[src/rtl/demux_1xn_stream.sv]
// rtl/demux_1xn_stream.sv - registered 1-to-N stream demux with addressed and round-robin modes
module demux_1xn_stream #(
  parameter int WIDTH = 8,
  parameter int N     = 8,
  parameter int SEL_W = 3
) (
  input  logic                 clk,
  input  logic                 rst_n,
  input  logic                 mode,
  input  logic                 in_valid,
  output logic                 in_ready,
  input  logic [WIDTH-1:0]     d,
  input  logic [SEL_W-1:0]     sel,
  output logic [N-1:0]         out_valid,
  input  logic [N-1:0]         out_ready,
  output logic [N*WIDTH-1:0]   y,
  output logic [SEL_W-1:0]     rr_ptr,
  output logic                 drop_err
);

  localparam logic [SEL_W:0]   N_EXT    = (SEL_W+1)'(N);
  localparam logic [SEL_W-1:0] LAST_IDX = SEL_W'(N - 1);

  logic [SEL_W-1:0]   tgt;
  logic               tgt_ok;
  logic               accept;
  logic [N-1:0]       hit;
  logic [N-1:0]       out_valid_d, out_valid_q;
  logic [N*WIDTH-1:0] y_d, y_q;
  logic [SEL_W-1:0]   rr_ptr_d, rr_ptr_q;
  logic               drop_err_d, drop_err_q;

  assign tgt    = mode ? rr_ptr_q : sel;
  assign tgt_ok = {1'b0, tgt} < N_EXT;

  // One-hot target decode; an out-of-range target hits no channel, so it is always ready
  assign in_ready = ~|(hit & out_valid_q & ~out_ready);
  assign accept   = in_valid && in_ready && tgt_ok;

  for (genvar i = 0; i < N; i++) begin : g_ch
    logic wr;
    assign hit[i]                 = tgt_ok && (tgt == SEL_W'(i));
    assign wr                     = accept && hit[i];
    assign out_valid_d[i]         = wr | (out_valid_q[i] & ~out_ready[i]);
    assign y_d[i*WIDTH +: WIDTH]  = wr ? d : y_q[i*WIDTH +: WIDTH];
  end

  always_comb begin
    rr_ptr_d = rr_ptr_q;
    if (accept && mode) begin
      rr_ptr_d = (rr_ptr_q == LAST_IDX) ? '0 : rr_ptr_q + SEL_W'(1);
    end
    drop_err_d = in_valid && !tgt_ok;
  end

  always_ff @(posedge clk) begin
    if (!rst_n) begin
      out_valid_q <= '0;
      y_q         <= '0;
      rr_ptr_q    <= '0;
      drop_err_q  <= 1'b0;
    end else begin
      out_valid_q <= out_valid_d;
      y_q         <= y_d;
      rr_ptr_q    <= rr_ptr_d;
      drop_err_q  <= drop_err_d;
    end
  end

  assign out_valid = out_valid_q;
  assign y         = y_q;
  assign rr_ptr    = rr_ptr_q;
  assign drop_err  = drop_err_q;

endmodule

[config.mk]
export PLATFORM = sky130hd
export DESIGN_NAME = demux_1xn_stream
export DESIGN_NICKNAME = d
export VERILOG_FILES = /design/src/rtl/demux_1xn_stream.sv
export SDC_FILE = /design/constraint.sdc
export NUM_CORES = 1
export LEC_CHECK = 0
export CAP_MARGIN = 20
export CORE_ASPECT_RATIO = 0.75
export CORE_MARGIN = 2
export CORE_UTILIZATION = 42
export DETAILED_ROUTE_END_ITERATION = 10
export PLACE_DENSITY = 0.76
export SLEW_MARGIN = 20
export SYNTH_ARGS = -nofsm -noshare
export SYNTH_HDL_FRONTEND = slang
export SYNTH_SLANG_ARGS = --single-unit
[constraint.sdc]
create_clock -name clk -period 1.8 [get_ports clk]
set_input_delay 0.18 -clock clk [delete_from_list [all_inputs] [get_ports clk]]
set_output_delay 0.18 -clock clk [all_outputs]
set_load 0.05 [all_outputs]
==> results of run 1 <==
-- final timing paths --
check | start | to | slack [ns] | cells after the start
setup / recovery | rr_ptr[1] | in_ready | -0.31 | 8
hold / removal | rst_n | y[62] | 0.24 | 3
setup reg to reg | rr_ptr[1] | y[47] | -0.22 | 8
hold reg to reg | y[35] | y[35] | 0.46 | 2
-- power groups by stage --
stage / logic [mW] / registers [mW] / clock network, mW
after floorplan: 0.189 / 1.90 / 0
after global placement: 0.502 / 1.76 / 0
after detailed placement: 0.508 / 1.76 / 0
after CTS: 0.523 / 1.72 / 1.42
after global routing: 0.556 / 1.73 / 1.51
final: 0.533 / 1.72 / 1.42
-- Yosys cell counts --
| cell type | count |
|---|---|
| sky130_fd_sc_hd__buf_6 | 9 |
| sky130_fd_sc_hd__ha_1 | 2 |
| sky130_fd_sc_hd__dfxtp_1 | 75 |
| sky130_fd_sc_hd__a21oi_1 | 1 |
| sky130_fd_sc_hd__nor3_1 | 1 |
| sky130_fd_sc_hd__a21boi_1 | 8 |
| sky130_fd_sc_hd__buf_2 | 1 |
| sky130_fd_sc_hd__clkbuf_1 | 10 |
| sky130_fd_sc_hd__nand3b_1 | 2 |
| sky130_fd_sc_hd__buf_1 | 1 |
| sky130_fd_sc_hd__mux2i_1 | 71 |
| sky130_fd_sc_hd__a32o_1 | 2 |
| sky130_fd_sc_hd__nor2_1 | 11 |
| sky130_fd_sc_hd__nand3_4 | 8 |
| sky130_fd_sc_hd__o21a_1 | 1 |
| sky130_fd_sc_hd__o21ai_0 | 1 |
| sky130_fd_sc_hd__nand2b_1 | 11 |
| sky130_fd_sc_hd__a32oi_1 | 2 |
| sky130_fd_sc_hd__buf_4 | 2 |
| sky130_fd_sc_hd__and2_1 | 1 |
| sky130_fd_sc_hd__nand2_1 | 78 |
| sky130_fd_sc_hd__nand4_2 | 1 |
| sky130_fd_sc_hd__inv_1 | 1 |
| sky130_fd_sc_hd__a222oi_1 | 1 |
| sky130_fd_sc_hd__nor2b_1 | 1 |
| sky130_fd_sc_hd__mux2i_4 | 1 |
| sky130_fd_sc_hd__conb_1 | 1 |
-- timing repair --
item / 4_1_cts / 5_1_grt
setup endpoints to repair: 78 / 76
cloned: 5 / 3
pin swaps: 6 / 2
resized for setup: 16 / 6
buffers inserted: 9 / 3
-- state kept, by name, indices dropped and copies added (netlist names) --
signal	count
out_valid	8
rr_ptr	3
y	64
-- critical path: cells and delay by family (launching register included) --
| family | cells | cell delay, ns |
|---|---|---|
| buf+inv | 4 | 0.57 |
| mux | 2 | 0.40 |
| flops | 1 | 0.36 |
| simple gates | 2 | 0.25 |
-- layer usage --
layer	share of wire (%)	global-route usage, %	up-vias
met2	47	35.59	84
met3	6.1	5.419	11
met1	45	27.53	1282
met5	0	0	-
li1	-	-	1277
met4	1.5	6.892	0
-- metrics by stage --
step / std cells / setup slack [ns]
floorplan: 304 / -0.009683
global placement: 503 / -0.6314
detailed placement: 503 / -0.7023
CTS: 527 / -0.2863
global route: 531 / -0.3743
finish: 531 / -0.3141
-- cell type report --
cell class                 instances  area [um^2]  share of cell area (%)
timing repair buffer             127         1251                   26.57
sequential                        75         1513                   32.12
inverter                           1        3.754                 0.07970
tap                              101        126.4                   2.683
clock inverter                     6        88.84                   1.886
clock buffer                      10        127.6                   2.710
multi-input combinational        211         1599                   33.95
-- cell families after synthesis --
group                      count (synthesis)  share of synthesized area [%]
AOI/OAI and AO/OA                         16                          3.981
muxes                                     72                          23.33
buffers and inverters                     24                          5.294
adders and majority gates                  2                         0.7961
DFF                                       75                          47.77
other                                      1                         0.1193
and+or+nand+nor                          114                          18.71
==> summary.md, run 1 <==
Status
• **status** complete, but fails checks
• **failing checks** setup timing

Power
• **switching pwr** 988.1 uW
• **pwr dens** 780.5 nW/um^2
• **Flop pwr share** 46.9%
• **relative contribution of the clock network to total power** 38.6%
• **total chip power** 3.676 mW
• **design internal power** 2.688 mW
• **worst-case vdd ir drop** 0.0003891 V
• **net switching fraction of the power** 26.88%
• **combinational fraction of design power** 14.5%
• **Static Leakage** 2.110 nW

Place
• **IO buf count** 98
• **final RePlAce weighted congestion** 0.8493
• **cell area after placement** 4277 um^2
• **sum of net half-perimeters after detailed placement** 5947 um

Setup path
• **library cell contributing the largest single delay on the critical path** sky130_fd_sc_hd__dfxtp_4
• **Critical Path Start Type** flop
• **data required time at the worst endpoint** 1.62 ns
• **data arrival time of the critical path** 1.93 ns
• **maximum fanout along the worst path** 5
• **ordered list of cells on the worst path** mux2i_4 > buf_4 > buf_4 > mux2i_1 > nand2b_1 > buf_4 > and2_4 > buf_12
• **capturing element type of the critical path** output port
• **Setup CP Type** flop to output port
• **Crit path top cell by count** sky130_fd_sc_hd__buf_4
• **peak per-stage delay on the critical path** 0.36 ns

Final layout
• **final-layout fill cell count** 605
• **commonest non-fill, non-tap cells in the layout** sky130_fd_sc_hd__clkdlybuf4s50_1, sky130_fd_sc_hd__nand2_1, sky130_fd_sc_hd__dfxtp_1
• **antenna diode count** 0
• **Util after Layout** 64.54%
• **fraction of layout instances using a drive strength above 1** 16.51%
• **final cell area excluding filler cells** 4710 um^2
• **Post-layout nets** 450
• **synthesis-to-finish area growth** 49.84%
• **most common cell after layout, fill and taps aside** sky130_fd_sc_hd__clkdlybuf4s50_1

Routing
• **total number of vias** 2,654
• **Via-to-Cell Ratio** 4.998
• **DRC violation count after routing** 0
• **DRC violation total after the first TritonRoute iteration** 91
• **mean routed wirelength per cell** 17.00 um
• **total iterations of the first detailed-routing run** 5
• **post-route antenna net violation count** 0
• **WL final** 9026 um

STA
• **final critical path time including I/O delays and setup** 2.114 ns
• **clk_skew** 0.005588 ns
• **hold violation total from the final report** 0
• **Max Freq** 0.4730 GHz
• **pin slew with the least headroom to its limit** 0.5463 ns
• **final worst slack** -0.3141 ns
• **final-layout setup total negative slack** -11.03 ns
• **Pins Over Slew Limit** 0
• **Hold WS** 0.2431 ns
• **setup repair after global routing missed its margin** true
• **relative slew slack** 63.47%
• **setup-violating endpoint count in the final report** 73
• **crit share post-route** 117.5%

Floorplan
• **overall die width** 103.9 um
• **Core Footprint** 7297 um^2
• **Ports** 100
• **DIE AREA** 8198 um^2
• **starting utilization of the core area** 43.07%
• **cell row count** 27
• **die extent in y** 78.92 um

Global routing
• **initial antenna violation count** 0
• **Global Route Usage Sum** 21.41%
• **pin count of the biggest net entering global routing** 30
• **global route total overflow** 0
• **via count of the first global-routing pass** 2,577
• **wire length of the first global-routing pass** 13,540 um

Clocking
• **total number of clock tree sinks** 75
• **clock buffer depth** 2
• **TritonCTS clock tree** yes
• **cts bufs inserted** 9
• **master cell of the clock root buffer** sky130_fd_sc_hd__clkbuf_8
• **Clock Pin Slew Worst Setup and Hold Paths** 0.08 ns
• **H-Tree Depth** 3
• **clock latency at the later pin of the worst-skew pair** 0.35 ns
• **Hold-fix buffers, CTS** 0

Synthesis
• **yosys synthesis warning count** 0
• **flops & latches, synth** 75
• **Synth cell types** 27
• **instance count of the mapped netlist** 304
• **sequential-to-total area share from yosys stat** 47.77%
• **portion of synthesized cell area occupied by the leading cell type** 47.77%
• **mean post-synth cell area** 10.34 um^2
• **Mapped Area** 3143 um^2
• **dominant cells by area after synthesis** sky130_fd_sc_hd__dfxtp_1, sky130_fd_sc_hd__mux2i_1, sky130_fd_sc_hd__nand2_1
• **nets in the synthesized netlist** 329
• **top cell type by total area after synthesis** sky130_fd_sc_hd__dfxtp_1

Hold path
• **worst hold path class** primary input to flop

Run
• **number of max-cap violations** 0

No activity file was read; power rests on OpenSTA's default activity.
==> run 2: changes to the inputs <==
- CORE_MARGIN: 2 -> 3
- MAX_ROUTING_LAYER: default -> met4
==> run 2 against run 1 <==
- the flow still finishes with violations (setup timing)
- cell count fell by 1.1%
- first-iteration DRC count rose by 90%
- design area fell by 0.16%
- via count rose by 3.1%
- sequential power barely moved
- global-route usage rose by 1.3 points
- sequential cell count did not move
- clock power fell by 9%
- power fell by 3.3%
- count of clock-buffer cells in the layout rose by 1
- sequential share of layout area rose by 0.051 points
- critical path type is now flop to flop
==> summary.md, run 2 (synthesis gave the netlist of run 1 again) <==
STA
• **final worst slack** -0.2354 ns, +0.07874 ns
• **crit share post-route** 113.1%, -4.4 points
• **pin slew with the least headroom to its limit** 0.5274 ns, -0.01893 ns
• **Max Freq** 0.4913 GHz, +3.9%
• **setup repair after global routing missed its margin** true
• **clk_skew** 0.007591 ns, +0.002003 ns
• **hold violation total from the final report** 0, unchanged
• **relative slew slack** 64.73%, +1.3 points
• **setup-violating endpoint count in the final report** 76, +4.1%
• **Hold WS** 0.3345 ns, +0.09140 ns
• **Pins Over Slew Limit** 0, unchanged
• **final critical path time including I/O delays and setup** 2.035 ns, -0.07874 ns

Place
• **IO buf count** 98, unchanged
• **final RePlAce weighted congestion** 0.8980, +5.7%
• **cell area after placement** 4253 um^2, -0.56%
• **sum of net half-perimeters after detailed placement** 5887 um, -1.0%

Power
• **worst-case vdd ir drop** 0.0004769 V, +23%
• **Static Leakage** 2.073 nW, -1.8%
• **pwr dens** 755.9 nW/um^2, -3.1%

Setup path
• **beginning of the worst register-to-register path** rr_ptr[1]
• **Critical Path Start Type** flop
• **depth of the most critical reg-to-reg path** 8, unchanged
• **endpoint of the worst register-to-register path** y[7]
• **Setup CP Type** flop to flop
• **data required time at the worst endpoint** 2.01 ns, +0.39 ns
• **worst setup slack for register-to-register paths** -0.24 ns, -0.02 ns
• **capturing element type of the critical path** flop
• **Critical path origin** rr_ptr[1]
• **maximum fanout along the worst path** 5, unchanged
• **data arrival time of the critical path** 2.24 ns, +0.31 ns

Clocking
• **H-Tree Depth** 3, unchanged
• **cts bufs inserted** 9, unchanged
• **Clock Pin Slew Worst Setup and Hold Paths** 0.08 ns, about the same
• **Hold-fix buffers, CTS** 0, unchanged
• **TritonCTS clock tree** yes
• **total number of clock tree sinks** 75, unchanged
• **clock buffer depth** 2, unchanged
• **master cell of the clock root buffer** sky130_fd_sc_hd__clkbuf_8
• **clock latency at the later pin of the worst-skew pair** 0.35 ns, about the same

Routing
• **mean routed wirelength per cell** 17.80 um, +4.7%
• **post-route antenna net violation count** 0, unchanged
• **total number of vias** 2,736, +3.1%
• **DRC violation total after the first TritonRoute iteration** 173, +90%
• **Via-to-Cell Ratio** 5.211, +4.3%
• **WL final** 9347 um, +3.6%
• **DRC violation count after routing** 0, unchanged
• **total iterations of the first detailed-routing run** 5, unchanged

Final layout
• **flip-flop count of the largest register, all copies and words added** 64, unchanged
• **Post-layout nets** 447, -0.67%
• **most common cell after layout, fill and taps aside** sky130_fd_sc_hd__clkdlybuf4s50_1
• **fraction of layout instances using a drive strength above 1** 16.63%, +0.12 points
• **final cell area excluding filler cells** 4702 um^2, -0.16%
• **commonest non-fill, non-tap cells in the layout** sky130_fd_sc_hd__clkdlybuf4s50_1, sky130_fd_sc_hd__nand2_1, sky130_fd_sc_hd__dfxtp_1
• **synthesis-to-finish area growth** 49.60%
• **antenna diode count** 0, unchanged

Global routing
• **global route total overflow** 0, unchanged
• **initial antenna violation count** 0, unchanged
• **via count of the first global-routing pass** 2,693, +4.5%
• **wire length of the first global-routing pass** 14,530 um, +7.3%
• **pin count of the biggest net entering global routing** 28, -6.7%
• **Global Route Usage Sum** 22.75%, +1.3 points

Hold path
• **terminating pin of the worst hold path** y[19]
• **min-delay src** rst_n
• **Hold Path Depth** 3, unchanged
• **worst hold path class** primary input to flop

Floorplan
• **Ports** 100, unchanged
• **DIE AREA** 8568 um^2, +4.5%
• **starting utilization of the core area** 44.73%, +1.7 points
• **Core Footprint** 7027 um^2, -3.7%
• **overall die width** 105.9 um, +1.9%
• **die extent in y** 80.92 um, +2.5%
• **cell row count** 26, -3.7%

Status
• **status** complete, but fails checks
• **failing checks** setup timing

Run
• **number of max-cap violations** 0, unchanged

==> run 2: cell count changes in the layout (fill, tap and decap cells not counted), sizes merged <==
cell         before  now
bufinv            2    1
clkbuf           11   12
dlygate4sd2       3    2
buf              31   27
nand3            14   16
==> run 2: critical path, stage by stage (launching register included) <==
cell	delay, ns
sky130_fd_sc_hd__dfxtp_4	0.37
sky130_fd_sc_hd__mux2i_4	0.23
sky130_fd_sc_hd__mux2i_1	0.11
sky130_fd_sc_hd__a222oi_1	0.34
sky130_fd_sc_hd__buf_4	0.18
sky130_fd_sc_hd__buf_4	0.16
sky130_fd_sc_hd__buf_12	0.15
sky130_fd_sc_hd__nand3_4	0.13
sky130_fd_sc_hd__mux2i_2	0.21
==> run 2: worst max path at each step <==
| stage | to | cells past startpoint |
|---|---|---|
| floorplan | y[0] | 8 |
| global placement | y[19] | 8 |
| detailed placement | y[19] | 7 |
| CTS | in_ready | 6 |
| global route | in_ready | 6 |
| finish | y[7] | 8 |
==> run 2: repair_timing <==
item | 4_1_cts | 5_1_grt
pin swaps | 5 | 6
buffers inserted | 3 | 1
cloned | 9 | 1
setup endpoints to repair | 77 | 76
resized for setup | 17 | 7
==> run 2: area by class of cell <==
class	instances	area, um^2
inverters	1	3.754
well taps	98	122.6
repair buffers	122	1216
clock inverters	5	62.56
multi-input cells	213	1653
flip-flops and latches	75	1513
fillers	542	2325
clock buffers	11	131.4
==> run 2: power by group <==
| part | switching (mW) | total, mW | internal [mW] |
|---|---|---|---|
| clock network | 0.639 | 1.29 | 0.649 |
| registers | 0.0270 | 1.72 | 1.70 |
| logic | 0.332 | 0.544 | 0.212 |
| total | 0.998 | 3.55 | 2.56 |
==> run 2: routing by layer <==
metal / share of wire, % / wire [um] / up-vias / track usage (%)
met5: 0 / 0 / - / -
met4: 0.90 / 84 / 0 / 6.210
met3: 7.1 / 664 / 8 / 5.083
met2: 48 / 4459 / 125 / 36.83
met1: 44 / 4139 / 1322 / 29.08
li1: - / - / 1281 / -
==> run 2: stage by stage <==
stage                     setup TNS, ns  std cells  power (mW)  setup WS (ns)  utilization, %
after global placement           -37.37        496       2.262        -0.5342           60.52
after CTS                        -10.00        524       3.566        -0.2281           66.36
after floorplan                 -0.6183        304       2.084      -0.009683               -
after global routing             -20.51        525       3.662        -0.3416           66.92
final                            -12.30        525       3.554        -0.2354           66.92
after detailed placement         -40.61        496       2.269        -0.5771           60.52
